## src/rtl/cfg_write_arbiter.sv

```systemverilog
// Two-port write arbiter owning the five peripheral config registers; regs 2-4 are
// shadowed and commit on period_start. Define CFG_ARB_ROUND_ROBIN_EN for round-robin ties.
module cfg_write_arbiter #(
  parameter int unsigned MAX_ADDR = 4
) (
  input  logic       clk,
  input  logic       rst,
  input  logic       a_valid,
  input  logic [6:0] a_addr,
  input  logic [7:0] a_data,
  output logic       a_ready,
  input  logic       b_valid,
  input  logic [6:0] b_addr,
  input  logic [7:0] b_data,
  output logic       b_ready,
  input  logic       period_start,
  output logic [7:0] en_out,
  output logic [7:0] en_uio,
  output logic [7:0] pwm_en_out,
  output logic [7:0] pwm_en_uio,
  output logic [7:0] duty,
  output logic [2:0] pending,
  output logic       err_pulse,
  output logic [3:0] err_count
);

  typedef enum logic [1:0] {IDLE, ACCEPT, APPLY} state_t;

  state_t     state, state_nxt;
  logic       grant, grant_nxt;   // 0 = port A, 1 = port B
  logic       capture;
  logic       granted_valid;
  logic       tie_pick_b;
  logic [6:0] hold_addr;
  logic [7:0] hold_data;
  logic [7:0] shadow_pwm_out, shadow_pwm_uio, shadow_duty;
  logic       addr_err, wr_ok;
  logic [2:0] shadow_wr;

  assign granted_valid = grant ? b_valid : a_valid;

`ifdef CFG_ARB_ROUND_ROBIN_EN
  logic last_win;

  // Reset to B so that A wins the first tie.
  always_ff @(posedge clk) begin
    if (rst)          last_win <= 1'b1;
    else if (capture) last_win <= grant;
  end

  assign tie_pick_b = ~last_win;
`else
  assign tie_pick_b = 1'b0;
`endif

  always_comb begin
    state_nxt = state;
    grant_nxt = grant;
    capture   = 1'b0;
    case (state)
      IDLE: begin
        if (a_valid || b_valid) begin
          grant_nxt = (a_valid && b_valid) ? tie_pick_b : b_valid;
          state_nxt = ACCEPT;
        end
      end
      ACCEPT: begin
        if (granted_valid) begin
          capture   = 1'b1;
          state_nxt = APPLY;
        end else begin
          state_nxt = IDLE;
        end
      end
      APPLY:   state_nxt = IDLE;
      default: state_nxt = IDLE;
    endcase
  end

  assign a_ready = (state == ACCEPT) && !grant;
  assign b_ready = (state == ACCEPT) && grant;

  always_comb begin
    addr_err     = (state == APPLY) && ({25'd0, hold_addr} > MAX_ADDR);
    wr_ok        = (state == APPLY) && !addr_err;
    shadow_wr[0] = wr_ok && (hold_addr == 7'd2);
    shadow_wr[1] = wr_ok && (hold_addr == 7'd3);
    shadow_wr[2] = wr_ok && (hold_addr == 7'd4);
  end

  always_ff @(posedge clk) begin
    if (rst) begin
      state          <= IDLE;
      grant          <= 1'b0;
      hold_addr      <= '0;
      hold_data      <= '0;
      en_out         <= '0;
      en_uio         <= '0;
      pwm_en_out     <= '0;
      pwm_en_uio     <= '0;
      duty           <= '0;
      shadow_pwm_out <= '0;
      shadow_pwm_uio <= '0;
      shadow_duty    <= '0;
      pending        <= '0;
      err_pulse      <= 1'b0;
      err_count      <= '0;
    end else begin
      state <= state_nxt;
      grant <= grant_nxt;
      if (capture) begin
        hold_addr <= grant ? b_addr : a_addr;
        hold_data <= grant ? b_data : a_data;
      end
      err_pulse <= addr_err;
      if (addr_err && (err_count != 4'hF)) err_count <= err_count + 4'd1;
      if (wr_ok && (hold_addr == 7'd0)) en_out <= hold_data;
      if (wr_ok && (hold_addr == 7'd1)) en_uio <= hold_data;
      // Commit reads the old pending/shadow; a same-cycle APPLY stays pending.
      if (period_start && pending[0]) pwm_en_out <= shadow_pwm_out;
      if (period_start && pending[1]) pwm_en_uio <= shadow_pwm_uio;
      if (period_start && pending[2]) duty       <= shadow_duty;
      if (shadow_wr[0]) shadow_pwm_out <= hold_data;
      if (shadow_wr[1]) shadow_pwm_uio <= hold_data;
      if (shadow_wr[2]) shadow_duty    <= hold_data;
      pending <= (pending & {3{~period_start}}) | shadow_wr;
    end
  end

endmodule

```

## config.mk

```make
export PLATFORM = sky130hd
export DESIGN_NAME = cfg_write_arbiter
export DESIGN_NICKNAME = d
export VERILOG_FILES = /design/src/rtl/cfg_write_arbiter.sv
export SDC_FILE = /design/constraint.sdc
export NUM_CORES = 1
export LEC_CHECK = 0
export CAP_MARGIN = 10
export CORE_MARGIN = 3
export CORE_UTILIZATION = 40
export DETAILED_ROUTE_END_ITERATION = 8
export PLACE_DENSITY = 0.66
export SETUP_SLACK_MARGIN = 0.3
export SKIP_CTS_REPAIR_TIMING = 1
export SLEW_MARGIN = 20
export SYNTH_ARGS = -nofsm -noshare
export SYNTH_HDL_FRONTEND = slang
export SYNTH_SLANG_ARGS = --single-unit
```

## constraint.sdc

```tcl
create_clock -name clk -period 1.9 [get_ports clk]
set_clock_uncertainty 0.15 [all_clocks]
set_input_delay 0.38 -clock clk [delete_from_list [all_inputs] [get_ports clk]]
set_output_delay 0.38 -clock clk [all_outputs]
set_load 0.005 [all_outputs]
```

# After elaboration in Yosys (flattened, before gate mapping)
# Index checks and enable logic that the tools add are counted.
[classes]
magnitude_cmp = 1
n_bitwise = 3
n_mux = 9
n_eq_ne = 8
n_reduce_logical = 20
addsub = 1
[op_table]
columns = ["op", "count"]
rows = [
  ["7-bit by 2-bit == test with 1-bit output (second input constant)", 2],
  ["1-bit logical AND", 14],
  ["8-bit two-way mux", 1],
  ["7-bit by 1-bit == test with 1-bit output (second input constant)", 1],
  ["7-bit by 3-bit == test with 1-bit output (second input constant)", 1],
  ["7-bit by 3-bit greater-than comparator with 1-bit output (second input constant)", 1],
  ["7-bit zero test", 1],
  ["7-bit two-way mux", 1],
  ["4-bit by 1-bit adder with 4-bit output (second input constant)", 1],
  ["1-bit two-way mux", 4],
  ["2-bit two-way mux", 2],
  ["4-bit != test (second input constant)", 1],
  ["2-bit one-hot mux with 2 select lines", 1],
  ["3-bit AND", 1],
  ["3-bit OR", 1],
  ["2-bit by 1-bit == test with 1-bit output (second input constant)", 1],
  ["2-bit == test (second input constant)", 1],
  ["1-bit zero test", 2],
  ["2-bit zero test", 1],
  ["2-bit != test (second input constant)", 1],
  ["2-bit AND reduction", 1],
  ["1-bit logical OR", 1],
  ["1-bit inverter", 1],
]
[totals]
input_bits = 35
ff_bits = 90

# Depth between registers and ports, before layout
[logic_depth]
depth_word = 6
ltp_mapped = 6
mapped_depth_nobuf = 4

# Worst setup path after synthesis
# No wires, ideal clock.
[synth_path]
path_kind = "flip-flop to output port"
start = "register state[0]"
end = "output port a_ready"
stages_incl_launch_ff = 5
t_arrival_ns = 1.169
setup_slack_ns = 0.201
n_path_buf = 2
path_cell_list = "dfxtp_1 nor2b_1 clkbuf_1 clkbuf_1 nor2b_1"
[synth_between]
elab_chain_len = 2
[synth_rtl]
columns = ["element", "line", "rtl"]
rows = [
  ["start: declaration", "29", "state_t state, state_nxt;"],
  ["start signal: assignment", "109", "state <= state_nxt;"],
  ["2-bit by 1-bit == test with 1-bit output", "80", "assign a_ready = (state == ACCEPT) && !grant;"],
  ["1-bit logical AND", "80", ""],
  ["end: declaration", "11", "output logic a_ready,"],
]
# Every way passes these cells.

# Final worst setup path
[layout_path]
start = "register hold_addr[5]"
end = "register err_count[0]"
[layout_between]
elab_chain_len = 3
[layout_rtl]
columns = ["element", "line", "rtl"]
rows = [
  ["start: declaration", "34", "logic [6:0] hold_addr;"],
  ["start signal: assignment", "112", "hold_addr <= grant ? b_addr : a_addr;"],
  ["7-bit by 3-bit greater-than comparator with 1-bit output", "84", "addr_err = (state == APPLY) && ({25'd0, hold_addr} > MAX_ADDR);"],
  ["1-bit logical AND", "84", ""],
  ["1-bit logical AND", "116", "if (addr_err && (err_count != 4'hF)) err_count <= err_count + 4'd1;"],
  ["end signal: assignment", "116", ""],
  ["end: declaration", "24", "output logic [3:0] err_count"],
]
# Every way passes these cells.
# A chain may end at the register's enable or synchronous reset.

==> flow_summary.yaml <==
status:
  status: "completed"
pwr:
  power_per_cell_area_nw_per_um2: 723.6
  total_leakage_power_nw: 2.860
  irDropWorstVdd_mv: 0.4496
  total_power_w: 0.003783
placed_design:
  post-place-ws_ns: 0.004937
  dp_hpwl_mm: 6.105
  gp_congestion: 0.7374
  port_buffers: 84
  dpl-instance-area_um2: 4775
clocking:
  post_cts_clock_slew_at_the_launch_and_capture_registers_of_the_worst_setup_and_hold_paths_ns: 0.08
  cts_made_buffers: 9
  ctsHtreeMaxLevel: 3
  clk_latency_ns: 0.35
  cts-root-buf: "sky130_fd_sc_hd__clkbuf_8"
  cts_num_sinks: 90
  tritoncts: "built"
  cts_buffer_depth: 2
timing:
  fin_tns_setup_ns: 0
  worst_pin_slew_ns: 0.3936
  report.final.slew_viol_count: 0
  fin_crit_ns: 1.708
  unrepaired_setup_endpoints_after_global_routing: "true"
  max_freq_mhz: 585.5
  fin_ws_ns: 0.1920
  report.final.hold_viol_count: 0
  min_period_over_period_pct: 89.89
  worst_slew_margin_rel_pct: 73.76
  report.final.setup_viol: 0
die:
  die_h_um: 102.5
  ioPinCount: 85
  floorplan.rows: 34
  initial_core_utilization_pct: 41.87
  fp.dieW_um: 102.5
  overall_die_area_um2: 10500
  design.core.area_um2: 8891
layout:
  syn_to_final_growth_pct: 40.44
  fillers: 768
  multi_input_area_um2: 1817
  drive_gt1_share_pct: 21.05
  footprint_of_the_flip_flops_and_latches_um2: 1848
  num_antenna_cells: 0
  final_area_um2: 5228
  finish.net_count: 506
drt:
  routed_via_density: 5.148
  totalWireLength_mm: 8.721
  vias: 3001
  firstDrtPassIters: 4
  avgRoutedWirePerCell_um: 14.96
  detailedRoute.firstIterationViolations: 106
  drcViolationCount: 0
  drtAntennaViolNets: 0
setup_path:
  worst_setup_path_startpoint: "hold_addr[5]$_SDFFE_PP0P_"
  setup.worst_path.end_class: "flip-flop"
  r2r_slack_ns: 0.19
  path_class: "flip-flop to flip-flop"
  required_ns: 1.99
  timing.critical_path.from_type: "flip-flop"
  timing.critical_path.arrival_ns: 1.79
  r2r_start: "hold_addr[5]$_SDFFE_PP0P_"
  worstPathMaxFanout: 3
yosys:
  ys_types: 34
  synth_flop_cell: "sky130_fd_sc_hd__dfxtp_1"
  yosys_register_bits: 90
  synth.yosys.warnings: 0
  seq_area_frac_synth_pct: 48.40
  synth_fp_nets: 412
  asyncSetResetFlopFracSynth_pct: 0
  netlist_instances: 376
  synth_area_per_cell_um2: 9.900
  synth-edff-count: 0
  syn-cell-area_um2: 3722
grt:
  groute.usage.overall_pct: 16.98
  grt_pass1_vias: 2889
  grt_max_degree: 31
  globalRouteOverflowTotal: 0
  grt_pass1_wl_mm: 13.89
  grt_antenna_before_repair: 0
min_path:
  hold_start: "rst"
  hold_path.class: "primary input to flip-flop"
job:
  drv.max_cap_violation_count: 0
[synthesized netlist by cell type (2+ instances only)]
cell type                  number  area, um2
sky130_fd_sc_hd__mux2i_1       56      560.5
sky130_fd_sc_hd__clkbuf_1      18      67.56
sky130_fd_sc_hd__o21ai_0        2      10.01
sky130_fd_sc_hd__buf_1          3      11.26
sky130_fd_sc_hd__nand2_1       29      108.9
sky130_fd_sc_hd__dfxtp_1       90       1802
sky130_fd_sc_hd__inv_1          2      7.510
sky130_fd_sc_hd__buf_4          2      15.01
sky130_fd_sc_hd__nor2_1         5      18.77
sky130_fd_sc_hd__a211oi_2      10      125.1
sky130_fd_sc_hd__nand4b_1       2      17.52
sky130_fd_sc_hd__nand3_1       24      120.1
sky130_fd_sc_hd__nor2b_1        7      43.79
sky130_fd_sc_hd__a211oi_1       6      45.04
sky130_fd_sc_hd__buf_2          4      20.02
sky130_fd_sc_hd__a221oi_1       2      17.52
sky130_fd_sc_hd__mux2_4         2      30.03
sky130_fd_sc_hd__and2_1         2      12.51
sky130_fd_sc_hd__nand2b_1      53      331.6
sky130_fd_sc_hd__a21oi_1       43      215.2
[placed cells by master (no fill, tap or decap), types with 22 or more instances in the layout]
| master | count |
|---|---|
| sky130_fd_sc_hd__a21oi_1 | 43 |
| sky130_fd_sc_hd__dfxtp_1 | 55 |
| sky130_fd_sc_hd__clkdlybuf4s50_1 | 33 |
| sky130_fd_sc_hd__buf_4 | 22 |
| sky130_fd_sc_hd__mux2i_1 | 56 |
| sky130_fd_sc_hd__dfxtp_2 | 34 |
| sky130_fd_sc_hd__dlymetal6s2s_1 | 49 |
| sky130_fd_sc_hd__nand2b_1 | 53 |
| sky130_fd_sc_hd__nand3_1 | 24 |
| sky130_fd_sc_hd__nand2_1 | 29 |
[where the power goes]
group	switching, W	total (W)	internal (W)	leakage (nW)
clock network	0.000676	0.00145	0.000779	0.112
logic	0.000183	0.000386	0.000203	2.00
registers	0.0000265	0.00194	0.00192	0.745
[path summary, 6_finish.rpt]
check / endpoint / cells after the start
max reg2reg: err_count[0]$_SDFFE_PP0P_ / 3
max: err_count[0]$_SDFFE_PP0P_ / 3
min: pwm_en_out[1]$_SDFFE_PP0P_ / 2
min reg2reg: pwm_en_out[1]$_SDFFE_PP0P_ / 2
[area by class of cell]
| class | instances | area share [%] |
|---|---|---|
| flip-flops and latches | 90 | 35.35 |
| multi-input cells | 256 | 34.75 |
| repair buffers | 111 | 22.81 |
| inverters | 2 | 0.1436 |
| clock inverters | 6 | 1.723 |
| clock buffers | 10 | 2.633 |
| well taps | 108 | 2.585 |
[through the flow]
step           hold slack [ns]  std cells  util (%)
2_1_floorplan           0.2940        376         -
3_3_place_gp            0.2915        564     53.70
3_5_place_dp            0.2972        564     53.70
4_1_cts                 0.2468        580     56.26
5_1_grt                 0.2811        583     58.80
6_report                0.2694        583     58.80
[cells by family (layout without fill, tap and decap cells)]
logic type / after synthesis / after routing / synth area share [%]
AND/OR/NAND/NOR: 129 / 129 / 19.23
flip-flops: 90 / 90 / 48.40
AO/OA/AOI/OAI: 68 / 68 / 12.61
multiplexers: 58 / 58 / 15.87
buffers and inverters: 30 / 129 / 3.563
adder cells (fa/ha/maj): 1 / 1 / 0.3361
[worst max-delay path, cell delays in order, from the launching register on]
cell,delay [ns]
sky130_fd_sc_hd__dfxtp_2,0.34
sky130_fd_sc_hd__or4_4,0.54
sky130_fd_sc_hd__o221a_4,0.29
sky130_fd_sc_hd__mux2_4,0.29
[per-layer routing]
metal / track usage (%) / routed length (um) / vias to the layer above
met2: 28.60 / 4227 / 68
met1: 21.55 / 3971 / 1413
met3: 3.754 / 349 / 14
li1: - / - / 1506
met4: 5.550 / 172 / 0
met5: 0 / 0 / -
[sequential cells by signal (all words and copies together), names as in the netlist]
signal	cells
grant	1
pwm_en_uio	8
pwm_en_out	8
pending	3
en_out	8
state	2
shadow_duty	8
hold_data	8
err_pulse	1
hold_addr	7
en_uio	8
shadow_pwm_uio	8
shadow_pwm_out	8
err_count	4
duty	8
No activity file was read; power rests on OpenSTA's default activity.
